<file path="src/rtl/regfile_writeback_unit_if.sv">
// Bundles the write-back unit's signals: the ALU result, the load issue and
// load response paths, the decode hazard query and the register-file write port.
//   master : upstream side (execute stage, cache controller, decode, RF)
//   slave  : the write-back unit itself
interface regfile_writeback_unit_if #(
  parameter int unsigned XLEN = 32
);
  localparam int unsigned RW   = 5;
  localparam int unsigned NREG = 32;

  // Execute-stage result, always accepted
  logic            alu_valid;
  logic [RW-1:0]   alu_rd;
  logic [XLEN-1:0] alu_data;

  // Load issue, used for scoreboard tracking
  logic            ld_issue;
  logic [RW-1:0]   ld_rd;

  // Cache load response with ready/valid handshake
  logic            ld_rsp_valid;
  logic [RW-1:0]   ld_rsp_rd;
  logic [XLEN-1:0] ld_rsp_data;
  logic            ld_rsp_ready;

  // Decode-stage hazard query
  logic [RW-1:0]   raddr1;
  logic [RW-1:0]   raddr2;
  logic            stall;
  logic [NREG-1:0] pending;

  // Register-file write port
  logic            reg_wr;
  logic [RW-1:0]   waddr;
  logic [XLEN-1:0] wdata;

  modport master (
    output alu_valid, alu_rd, alu_data,
    output ld_issue, ld_rd,
    output ld_rsp_valid, ld_rsp_rd, ld_rsp_data,
    input  ld_rsp_ready,
    output raddr1, raddr2,
    input  stall, pending,
    input  reg_wr, waddr, wdata
  );

  modport slave (
    input  alu_valid, alu_rd, alu_data,
    input  ld_issue, ld_rd,
    input  ld_rsp_valid, ld_rsp_rd, ld_rsp_data,
    output ld_rsp_ready,
    input  raddr1, raddr2,
    output stall, pending,
    output reg_wr, waddr, wdata
  );
endinterface

</file>
<file path="src/rtl/regfile_writeback_unit.sv">
// Register-file write-side front end.
// Merges execute-stage ALU results with out-of-order load returns onto the
// single register-file write port. ALU results have fixed priority; load
// returns wait in a circular FIFO. A pending-load scoreboard raises stall
// whenever a decode source register still waits on a load.
// Ports:
//   clk      : clock, all state updates on the rising edge
//   reset_n  : asynchronous active-low reset
//   bus      : slave side of regfile_writeback_unit_if (ALU result, load
//              issue, load response handshake, hazard query, RF write port)
// DEPTH must be a power of two and at least 2, so pointer wrap is the
// natural roll-over of a clog2(DEPTH)-bit counter.
module regfile_writeback_unit #(
  parameter int unsigned XLEN  = 32,
  parameter int unsigned DEPTH = 4
) (
  input  logic                    clk,
  input  logic                    reset_n,
  regfile_writeback_unit_if.slave bus
);

  localparam int unsigned CW   = $clog2(DEPTH + 1);
  localparam int unsigned PW   = $clog2(DEPTH);
  localparam int unsigned RW   = 5;
  localparam int unsigned NREG = 32;

  // One buffered load return
  typedef struct packed {
    logic [RW-1:0]   rd;
    logic [XLEN-1:0] data;
  } ld_entry_t;

  // Load-response FIFO storage and bookkeeping
  ld_entry_t       fifo_q [DEPTH];
  logic [PW-1:0]   rd_ptr_q, rd_ptr_d;
  logic [PW-1:0]   wr_ptr_q, wr_ptr_d;
  logic [CW-1:0]   count_q,  count_d;

  // Scoreboard
  logic [NREG-1:0] pending_q, pending_d;
  logic [NREG-1:0] set_mask, clr_mask;

  // Registered write port
  logic            reg_wr_q, reg_wr_d;
  logic [RW-1:0]   waddr_q,  waddr_d;
  logic [XLEN-1:0] wdata_q,  wdata_d;

  // Per-cycle decisions
  logic            rsp_ready;
  logic            rsp_accept;
  logic            enq;
  logic            alu_wr;
  logic            fifo_empty;
  logic            pop;
  ld_entry_t       head;

  // Ready depends only on registered occupancy: no pop-through when full
  assign rsp_ready  = (count_q != CW'(DEPTH));
  assign rsp_accept = bus.ld_rsp_valid & rsp_ready;
  // Responses to x0 are handshaken but never stored
  assign enq        = rsp_accept & (bus.ld_rsp_rd != '0);

  assign alu_wr     = bus.alu_valid & (bus.alu_rd != '0);
  assign fifo_empty = (count_q == '0);
  // An ALU op to x0 is dropped and does not block the pop
  assign pop        = ~alu_wr & ~fifo_empty;
  assign head       = fifo_q[rd_ptr_q];

  // Next-state: write arbitration, FIFO pointers and scoreboard update
  always_comb begin
    rd_ptr_d  = rd_ptr_q;
    wr_ptr_d  = wr_ptr_q;
    count_d   = count_q;
    reg_wr_d  = 1'b0;
    waddr_d   = waddr_q;
    wdata_d   = wdata_q;
    set_mask  = '0;
    clr_mask  = '0;
    pending_d = pending_q;

    if (alu_wr) begin
      reg_wr_d = 1'b1;
      waddr_d  = bus.alu_rd;
      wdata_d  = bus.alu_data;
    end else if (pop) begin
      reg_wr_d         = 1'b1;
      waddr_d          = head.rd;
      wdata_d          = head.data;
      rd_ptr_d         = rd_ptr_q + PW'(1);
      clr_mask[head.rd] = 1'b1;
    end

    if (enq) begin
      wr_ptr_d = wr_ptr_q + PW'(1);
    end

    count_d = count_q + CW'(enq) - CW'(pop);

    if (bus.ld_issue && (bus.ld_rd != '0)) begin
      set_mask[bus.ld_rd] = 1'b1;
    end

    // Set is applied after clear so a same-register collision stays pending
    pending_d    = (pending_q & ~clr_mask) | set_mask;
    pending_d[0] = 1'b0;
  end

  // Control and output state
  always_ff @(posedge clk or negedge reset_n) begin
    if (!reset_n) begin
      rd_ptr_q  <= '0;
      wr_ptr_q  <= '0;
      count_q   <= '0;
      pending_q <= '0;
      reg_wr_q  <= 1'b0;
      waddr_q   <= '0;
      wdata_q   <= '0;
    end else begin
      rd_ptr_q  <= rd_ptr_d;
      wr_ptr_q  <= wr_ptr_d;
      count_q   <= count_d;
      pending_q <= pending_d;
      reg_wr_q  <= reg_wr_d;
      waddr_q   <= waddr_d;
      wdata_q   <= wdata_d;
    end
  end

  // FIFO payload needs no reset: entries are only read while counted valid
  always_ff @(posedge clk) begin
    if (enq) begin
      fifo_q[wr_ptr_q] <= '{rd: bus.ld_rsp_rd, data: bus.ld_rsp_data};
    end
  end

  // Hazard detection; x0 can never be pending so it never stalls
  assign bus.stall        = pending_q[bus.raddr1] | pending_q[bus.raddr2];
  assign bus.pending      = pending_q;
  assign bus.ld_rsp_ready = rsp_ready;
  assign bus.reg_wr       = reg_wr_q;
  assign bus.waddr        = waddr_q;
  assign bus.wdata        = wdata_q;

endmodule
</file>
<file path="src/flat_wrapper.sv">
// flat-port wrapper written by rule: the top's interface ports become plain ports
module regfile_writeback_unit_flat 
#(
  parameter int unsigned XLEN  = 32,
  parameter int unsigned DEPTH = 4
)
  (clk, reset_n, bus_alu_valid, bus_alu_rd, bus_alu_data, bus_ld_issue, bus_ld_rd, bus_ld_rsp_valid, bus_ld_rsp_rd, bus_ld_rsp_data, bus_ld_rsp_ready, bus_raddr1, bus_raddr2, bus_stall, bus_pending, bus_reg_wr, bus_waddr, bus_wdata);
  regfile_writeback_unit_if #(.XLEN(XLEN)) bus_i ();
  input  logic clk;
  input  logic reset_n;
  input wire logic [$bits(bus_i.alu_valid)-1:0] bus_alu_valid;
  input wire logic [$bits(bus_i.alu_rd)-1:0] bus_alu_rd;
  input wire logic [$bits(bus_i.alu_data)-1:0] bus_alu_data;
  input wire logic [$bits(bus_i.ld_issue)-1:0] bus_ld_issue;
  input wire logic [$bits(bus_i.ld_rd)-1:0] bus_ld_rd;
  input wire logic [$bits(bus_i.ld_rsp_valid)-1:0] bus_ld_rsp_valid;
  input wire logic [$bits(bus_i.ld_rsp_rd)-1:0] bus_ld_rsp_rd;
  input wire logic [$bits(bus_i.ld_rsp_data)-1:0] bus_ld_rsp_data;
  output wire logic [$bits(bus_i.ld_rsp_ready)-1:0] bus_ld_rsp_ready;
  input wire logic [$bits(bus_i.raddr1)-1:0] bus_raddr1;
  input wire logic [$bits(bus_i.raddr2)-1:0] bus_raddr2;
  output wire logic [$bits(bus_i.stall)-1:0] bus_stall;
  output wire logic [$bits(bus_i.pending)-1:0] bus_pending;
  output wire logic [$bits(bus_i.reg_wr)-1:0] bus_reg_wr;
  output wire logic [$bits(bus_i.waddr)-1:0] bus_waddr;
  output wire logic [$bits(bus_i.wdata)-1:0] bus_wdata;
  assign bus_i.alu_valid = bus_alu_valid;
  assign bus_i.alu_rd = bus_alu_rd;
  assign bus_i.alu_data = bus_alu_data;
  assign bus_i.ld_issue = bus_ld_issue;
  assign bus_i.ld_rd = bus_ld_rd;
  assign bus_i.ld_rsp_valid = bus_ld_rsp_valid;
  assign bus_i.ld_rsp_rd = bus_ld_rsp_rd;
  assign bus_i.ld_rsp_data = bus_ld_rsp_data;
  assign bus_ld_rsp_ready = bus_i.ld_rsp_ready;
  assign bus_i.raddr1 = bus_raddr1;
  assign bus_i.raddr2 = bus_raddr2;
  assign bus_stall = bus_i.stall;
  assign bus_pending = bus_i.pending;
  assign bus_reg_wr = bus_i.reg_wr;
  assign bus_waddr = bus_i.waddr;
  assign bus_wdata = bus_i.wdata;
  regfile_writeback_unit #(.XLEN(XLEN), .DEPTH(DEPTH)) u_core (.clk(clk), .reset_n(reset_n), .bus(bus_i));
endmodule
</file>
<file path="config.mk">
export PLATFORM = sky130hd
export DESIGN_NAME = regfile_writeback_unit_flat
export DESIGN_NICKNAME = d
export VERILOG_FILES = /design/src/rtl/regfile_writeback_unit_if.sv /design/src/rtl/regfile_writeback_unit.sv /design/src/flat_wrapper.sv
export SDC_FILE = /design/constraint.sdc
export NUM_CORES = 1
export LEC_CHECK = 0
export ABC_AREA = 1
export BUFFER_PORTS_ARGS = -buffer_cell sky130_fd_sc_hd__buf_4
export CORE_ASPECT_RATIO = 0.9
export CORE_UTILIZATION = 63
export CTS_BUF_LIST = sky130_fd_sc_hd__clkbuf_2 sky130_fd_sc_hd__clkbuf_4 sky130_fd_sc_hd__clkbuf_8
export DETAILED_ROUTE_END_ITERATION = 12
export PLACE_DENSITY = 0.88
export SETUP_SLACK_MARGIN = 0.3
export SLEW_MARGIN = 5
export SYNTH_ARGS = -nofsm -noshare
export SYNTH_HDL_FRONTEND = slang
export SYNTH_SLANG_ARGS = --single-unit
</file>
<file path="constraint.sdc">
create_clock -name clk -period 7.8 [get_ports clk]
set_clock_uncertainty 0.2 [all_clocks]
set_input_delay 0.39 -clock clk [delete_from_list [all_inputs] [get_ports clk]]
set_output_delay 0.39 -clock clk [all_outputs]
set_load 0.005 [all_outputs]
</file>
* After elaboration in Yosys (flattened, before gate mapping) *
Memories as Yosys holds them, arrays and structs flattened.
Cells that the tools add are included.

cells by class
  muxes and demuxes = 19
  equality and inequality tests = 1
  reductions and logical operators = 9
  $lt $le $gt $ge = 6
  bitwise gates (word level) = 10
  $add $sub $neg = 4

operators by type and width
  cell                                                                                 number
  32-bit 2-to-1 mux                                                                    5
  32-bit AND                                                                           1
  32-bit inverter                                                                      1
  32-bit bitwise OR                                                                    1
  5-bit by 6-bit < comparator with 1-bit output, second input constant                 4
  5-bit nonzero test                                                                   3
  1-bit binary-select mux with 5-bit select                                            2
  1-bit demux with 5-bit select                                                        2
  5-bit by 1-bit greater-or-equal comparator with 1-bit output, second input constant  2
  5-bit 2-to-1 mux                                                                     2
  1-bit 2-to-1 mux                                                                     8
  2-bit by 1-bit adder with 2-bit output, second input constant                        2
  1-bit AND                                                                            4
  3-bit by 1-bit adder with 3-bit output                                               1
  1-bit logical AND                                                                    3
  3-bit logical NOT                                                                    1
  3-bit != test, second input constant                                                 1
  3-bit by 1-bit subtractor with 3-bit output                                          1
  1-bit inverter                                                                       2
  2-bit AND reduction                                                                  1
  2-bit nonzero test                                                                   1
  1-bit bitwise OR                                                                     1

storage, ports and cells
  memory bits (writable) = 148
  word-level logic and storage cells = 57
  memories = 1
  bits of input ports = 94
  register bits = 76
  output and inout port bits = 72

memories
  name           words  width  rd ports  clocked after Yosys merged registers in  write ports  RTL line                      RTL
  u_core.fifo_q  4      37     1         0                                        1            regfile_writeback_unit.sv:34  ld_entry_t fifo_q [DEPTH];

* Longest topological paths before layout *
Gate-level depths: netlist (run 1).
An unclocked memory read counts as a cell.

  word-level depth = 10
  mapped depth = 12
  mapped depth without buffers = 10

* Least setup slack after synthesis (run 1) *
No wires, ideal clock.

  path type = flip-flop to flip-flop
  from = register u_core.count_q[1]
  to = memory u_core.fifo_q[0][0] (netlist bit) (enable)
  path slack = 4.831 ns
  buffers on the path = 0
  arrival time = 2.338 ns
  library setup time = 0.431 ns
  period minus slack after synthesis = 2.969 ns
  cell stages (with the launch flop) = 5
  required time = 7.169 ns
  cell sequence = dfrtp_1 -> inv_1 -> nand3_1 -> nand3_1 -> nor2_1

between the ends
  cells in the longest elaborated chain, start to end = 5

ends and longest elaborated chain
  element                                 RTL line                       RTL
  start, declared                         regfile_writeback_unit.sv:37   logic [CW-1:0] count_q, count_d;
  start signal, assigned                  regfile_writeback_unit.sv:121  count_q <= count_d;
  3-bit != test                           regfile_writeback_unit.sv:58   assign rsp_ready = (count_q != CW'(DEPTH));
  via bus_ld_rsp_ready                    flat_wrapper.sv:19             output wire logic [$bits(bus_i.ld_rsp_ready)-1:0] bus_ld_rsp_ready;
  1-bit AND                               regfile_writeback_unit.sv:59   assign rsp_accept = bus.ld_rsp_valid & rsp_ready;
  1-bit AND                               regfile_writeback_unit.sv:61   assign enq = rsp_accept & (bus.ld_rsp_rd != '0);
  1-bit 2-to-1 mux                        regfile_writeback_unit.sv:131  if (enq) begin
  1-bit 2-to-1 mux (implied by the code)  regfile_writeback_unit.sv:132  fifo_q[wr_ptr_q] <= '{rd: bus.ld_rsp_rd, data: bus.ld_rsp_data};
  end, declared                           regfile_writeback_unit.sv:34

The timed path passes the listed nets, and every way through them passes these cells.

* Final worst setup path (run 1) *
  from = input port bus_alu_rd[3]
  to = register u_core.count_q[1]

between the ends
  cells in the longest elaborated chain, start to end = 5

ends and longest elaborated chain
  element                                      RTL line                      RTL
  start, declared                              flat_wrapper.sv:12            input wire logic [$bits(bus_i.alu_rd)-1:0] bus_alu_rd;
  5-bit nonzero test                           regfile_writeback_unit.sv:63  assign alu_wr = bus.alu_valid & (bus.alu_rd != '0);
  1-bit AND                                    regfile_writeback_unit.sv:63
  1-bit inverter                               regfile_writeback_unit.sv:66  assign pop = ~alu_wr & ~fifo_empty;
  1-bit AND                                    regfile_writeback_unit.sv:66
  3-bit by 1-bit subtractor with 3-bit output  regfile_writeback_unit.sv:97  count_d = count_q + CW'(enq) - CW'(pop);
  via u_core.count_d[1]                        regfile_writeback_unit.sv:37

The timed path passes the listed nets, and every way through them passes these cells.
A chain may end at the register's enable or synchronous reset.

==> flow_summary.ini, run 1 <==
[sta]
setup_tns_ps = 0
drv_slew = 0
fmax_mhz = 265.5
max-slew-margin-rel_pct = 19.39
grt_setup_unrepaired = no
hold_violations = 0
tightest_slew_ps = 1207
finalSetupViolations = 0
period_needed_ps = 3767
whs_ps = 10.34
post-route-period-util_pct = 48.29
fin_ws_ps = 4033

[drt]
finalWirelength_um = 26560
viasPerCell = 5.795
vias = 8495
drtIter0Drc = 1042
first_pass_iters = 5
ant_nets = 0
wl_per_cell_um = 18.12
drc = 0

[place]
gp_congestion = 0.8935
numPortBuffers = 164
dp_slack_ps = 4155
place_hpwl_um = 15220

[grt]
overflow = 0
grt_use_total_pct = 33.63
first_global_vias = 8299
grt_pass1_wl_um = 41510
antenna_found_initial = 1
grt_max_degree = 77

[synthesis]
synth_cells = 995
synth_area_leaders = edfxtp_1, dfrtp_1, nand2_1
avgSynthCellArea_sq_um = 9.950
synth_common_cells = nand2_1, edfxtp_1, nor2_1
async_reset_ff_share_pct = 33.93
synth_nets = 1096
synth.most_common_cell = nand2_1
seq_area_frac_synth_pct = 64.10
synthFlopType = edfxtp_1
yosysTopAreaCell = edfxtp_1
mappedNetlistArea_sq_um = 9901
synth_top_area_share_pct = 44.89
yosys_register_bits = 224
yosysWarnings = 0
synth_edf_count = 148
yosysUniqueCellTypes = 36

[die]
boundaryPins = 166
rows = 43
fp.dieW_um = 134.1
start_util_pct = 64.34
core_sq_um = 15390
dieArea_sq_um = 16220
die_height_um = 120.9

[setup_path]
critPathMaxFanout = 30
crit_arrival_ps = 3960
crit_type = in2reg
cp-start-kind = primary input
crit_required_ps = 8000
end_kind = flip-flop

[final_layout]
layout.nets = 1338
areaGrowthSynthToFinish_pct = 28.40
diodes = 0
fillerInstances = 841
drive_above_1_share_pct = 20.73

[clock_tree]
cts_tree = built
clk_path_buf_depth = 3
post_cts_resized = 0
cts.clk_slew.worst_paths_ps = 60
cts_root_buffer = clkbuf_8
postCtsHoldBufs = 79
cts_buffers = 36
htree_levels = 2
clock_sinks = 224
postCtsSetupRepairBufs = 0
clk_latency_ps = 530

[power_and_ir_drop]
p_leak_nw = 5.436
cellPowerDensity_nw_per_um2 = 349.8
ir_drop_v = 0.0002342

[worst_hold_path]
min_path_type = in2reg

[job]
maxCapViolations = 0

[status]
outcome = complete, no violations
[sequential cells by signal, indices dropped and copies added, names as in the netlist]
name and cells:
u_core.bus.waddr 5, u_core.wr_ptr_q 2, u_core.fifo_q 148, u_core.bus.wdata 32, u_core.rd_ptr_q 2, u_core.count_q 3, u_core.bus.pending 31, u_core.bus.reg_wr 1
[routing by layer]
layer | up-vias | part of all wire [%] | GRT usage (%)
met2 | 569 | 50 | 57.55
met3 | 66 | 9.9 | 6.391
met1 | 4026 | 38 | 43.04
met5 | - | 0.049 | 0
met4 | 2 | 2.1 | 12.36
li1 | 3832 | - | -
[cell usage in the layout (no fill, tap or decap), types with 5 or more instances in the layout]
cell type / Yosys / layout
nor2_1: 96 / 92
o21ai_0: 71 / 71
buf_4: 10 / 169
o211ai_1: 12 / 12
o22ai_1: 10 / 10
nor2_2: 7 / 7
clkinv_1: 0 / 6
o21ai_1: 13 / 13
ha_1: 6 / 6
dlygate4sd3_1: 0 / 79
inv_2: 8 / 8
a22oi_1: 8 / 8
inv_1: 58 / 58
nor2_4: 5 / 9
dfrtp_1: 76 / 75
clkbuf_8: 0 / 43
nand3_1: 82 / 82
edfxtp_1: 148 / 148
clkinv_2: 0 / 9
a21oi_1: 32 / 32
nand2_1: 298 / 298
clkbuf_4: 0 / 5
[cell type report]
type | count | area, sq um | share of cell area (%)
clock buffer | 48 | 629.4 | 4.951
sequential | 224 | 6347 | 49.93
tap | 202 | 252.7 | 1.988
inverter | 66 | 247.7 | 1.949
clock inverter | 17 | 106.4 | 0.8366
timing repair buffer | 248 | 2059 | 16.20
multi-input combinational | 661 | 3069 | 24.14
[power by group]
| group | internal, mW | total, mW | switching [mW] |
|---|---|---|---|
| combinational | 0.594 | 1.55 | 0.953 |
| clock | 0.562 | 1.03 | 0.469 |
| sequential | 1.63 | 1.87 | 0.244 |
| total | 2.78 | 4.45 | 1.67 |
[cell families (layout without fill, tap and decap cells)]
family	after synthesis	count (layout)	share of synthesized area, %
buf+inv	110	379	5.206
fa+ha+maj	7	7	0.9604
xor+xnor	4	4	0.3539
flops	224	224	64.10
other cells	1	1	0.03788
simple gates	501	501	21.08
compound gates	148	148	8.265
[worst paths after layout]
check	startpoint	depth (start not counted)	to	slack, ps
min in group asynchronous	reset_n	2	u_core.bus.pending[31]$_DFF_PN0_	390
max	bus_alu_rd[3]	11	u_core.count_q[1]$_DFF_PN0_	4030
max in group asynchronous	reset_n	2	u_core.rd_ptr_q[0]$_DFFE_PN0P_	6300
min	bus_alu_data[27]	3	u_core.bus.wdata[27]$_DFFE_PN0P_	10
min reg2reg	u_core.bus.wdata[23]$_DFFE_PN0P_	2	u_core.bus.wdata[23]$_DFFE_PN0P_	300
max reg2reg	u_core.rd_ptr_q[1]$_DFFE_PN0P_	9	u_core.bus.pending[8]$_DFF_PN0_	4680
[critical path: stages]
cell           delay [ps]
dlygate4sd3_1         540
buf_4                 140
nor2_1                100
nand3_1               100
nand2_2               410
inv_2                 420
nor2_2                810
ha_1                  380
inv_1                  70
ha_1                  170
fa_1                  420
[per-stage QoR]
stage,total power [mW],instances,cell area [sq um],util (%)
floorplan,2.716,995,9901,-
global placement,3.255,1322,11190,72.69
detailed placement,3.335,1322,11190,72.69
CTS,4.389,1466,12710,82.62
global route,4.683,1466,12710,82.62
finish,4.447,1466,12710,82.62
Note: power is estimated with default switching activity, not from simulation.
==> run 2, diff against run 1 <==
- ABC_AREA: 1 -> 0
- CORE_UTILIZATION: 63 -> 58
- PLACE_DENSITY: 0.88 -> 0.82
- clock period: 7.8 -> 3.7 ns (I/O delays scaled with it)
==> flow_summary.ini, run 2 <==
[status]
outcome = complete, no violations

[sta]
max-slew-margin-rel_pct = 29.20
hold_violations = 0
setup_tns_ps = 0
fmax_mhz = 354.6
period_needed_ps = 2820
finalSetupViolations = 0
fin_ws_ps = 879.8
post-route-period-util_pct = 76.22
drv_slew = 0
grt_setup_unrepaired = no
tightest_slew_ps = 1062
whs_ps = 58.87

[die]
rows = 43
fp.dieW_um = 136.0
die_height_um = 122.6
core_sq_um = 15600
start_util_pct = 60.09
dieArea_sq_um = 16680
boundaryPins = 166

[grt]
grt_use_total_pct = 30.73
antenna_found_initial = 0
met2_usage_pct = 52.54
first_global_vias = 6897
overflow = 0
top_usage_layer = met2
grt_use_met1_pct = 39.16
grt_pass1_wl_um = 37400
grt_util_met3_pct = 5.287
grt_max_degree = 77

[worst_hold_path]
min_path_type = in2reg

[synthesis]
yosysUniqueCellTypes = 41
async_reset_ff_share_pct = 33.93
yosysTopAreaCell = edfxtp_1
synthFlopType = edfxtp_1
mappedNetlistArea_sq_um = 9375
synth_edf_count = 148
synth_common_cells = edfxtp_1, nand2_1, dfrtp_1
yosys_register_bits = 224
synth_nets = 747
yosysWarnings = 0
synth_area_leaders = edfxtp_1, dfrtp_1, mux4_2
avgSynthCellArea_sq_um = 14.51
seq_area_frac_synth_pct = 67.69
synth_top_area_share_pct = 47.40
synth_cells = 646
synth.most_common_cell = edfxtp_1

[final_layout]
largest-register = u_core.fifo_q
fillerInstances = 827
postLayoutCellArea_sq_um = 12430
layout.nets = 1015
diodes = 0
final_core_util_pct = 79.69
drive_above_1_share_pct = 31.42
largest_reg_flops = 148
layout_commonest_cell = buf_4
regArea_sq_um = 6349
areaGrowthSynthToFinish_pct = 32.62
multi_input_area_sq_um = 2851
layout_common_cells = buf_4, edfxtp_1, nand2_1, dlygate4sd3_1, dfrtp_1
stdcell_count = 1144

[place]
dp_cells = 984
placed_area_sq_um = 10760
place_hpwl_um = 13910
numPortBuffers = 164
gp_congestion = 0.8694
dp_slack_ps = 1044

[clock_tree]
htree_levels = 2
clk_path_buf_depth = 3
cts_tree = built
post_cts_resized = 0
clock_sinks = 224
cts_root_buffer = clkbuf_8
cts.clk_slew.worst_paths_ps = 60
cts_buffers = 36
clk_latency_ps = 530

[drt]
viasPerCell = 5.869
drc = 0
ant_nets = 0
vias = 6714
drtIter0Drc = 676
first_pass_iters = 5
finalWirelength_um = 24370
wl_per_cell_um = 21.30

[setup_path]
rr_worst_depth = 4
worst-r2r-setup-slack_ps = 990
end_kind = flip-flop
reg2reg_to = u_core.bus.waddr[0]$_DFFE_PN0P_
critPathMaxStageDelay_ps = 540
crit_start = bus_alu_rd[3]
cp.depth = 11
crit_type = in2reg
r2r_start = u_core.count_q[1]$_DFF_PN0_
cp_num_buf_inv = 3
crit_end = u_core.count_q[2]$_DFF_PN0_
crit_required_ps = 3930
worstPathCellList = dlygate4sd3_1 > buf_4 > or2_1 > o41a_1 > nor2_1 > ha_1 > inv_1 > ha_1 > fa_1 > xnor2_1 > xnor2_1
cp-start-kind = primary input
crit_arrival_ps = 3050
slowest_stage = dlygate4sd3_1
critPathMaxFanout = 6
critical_path.top_delay_family = adder cells

[power_and_ir_drop]
ir_drop_v = 0.0005950
p_leak_nw = 4.963
cellPowerDensity_nw_per_um2 = 726.7
p_total_mw = 9.035

[job]
maxCapViolations = 0
==> run 2: where the power goes <==
group / internal, mW / switching (mW)
sequential: 3.41 / 0.551
combinational: 1.49 / 1.44
clock: 1.16 / 0.976
==> run 2: final cells by class <==
cell class / instances / share of cell area (%)
clock buffers: 53 / 5.364
well taps: 202 / 2.033
multi-input cells: 379 / 22.93
clock inverters: 13 / 0.5334
flip-flops and latches: 224 / 51.06
inverters: 10 / 0.3019
repair buffers: 263 / 17.77
==> run 2: worst min-delay path, stage by stage <==
cell and delay (ps):
buf_4 140, o41a_1 200, o21ai_0 200
==> run 2: worst min path at each step <==
stage	from	end	slack (ps)	cells past startpoint
3_3_place_gp	reset_n	u_core.bus.pending[6]$_DFF_PN0_	190	1
2_1_floorplan	reset_n	u_core.bus.pending[10]$_DFF_PN0_	-310	0
5_1_grt	bus_alu_valid	u_core.bus.waddr[2]$_DFFE_PN0P_	90	3
3_5_place_dp	bus_ld_rsp_data[25]	u_core.fifo_q[1][25]$_DFFE_PP_	190	1
6_report	bus_alu_valid	u_core.bus.waddr[2]$_DFFE_PN0P_	60	3
4_1_cts	bus_alu_valid	u_core.bus.waddr[2]$_DFFE_PN0P_	10	3
==> run 2: per-layer routing <==
layer	wire length [um]	part of all wire (%)
met5	0	0
met4	727	3.0
met3	1895	7.8
met2	12520	51
met1	9222	38
==> run 2: logic make-up after synthesis <==
family / Yosys count / share of synthesized area [%]
other: 1 / 0.04000
buffers and inverters: 43 / 2.015
XOR/XNOR: 5 / 0.4671
flip-flops: 224 / 67.69
adder cells (fa/ha/maj): 7 / 1.014
AND/OR/NAND/NOR: 219 / 9.822
AO/OA/AOI/OAI: 83 / 5.352
multiplexers: 64 / 13.60
==> run 2: repair_timing <==
| item | CTS | global route |
|---|---|---|
| hold buffers | 94 | 0 |
| setup buffers | 0 | 0 |
| endpoints found under the hold margin | 294 | 0 |
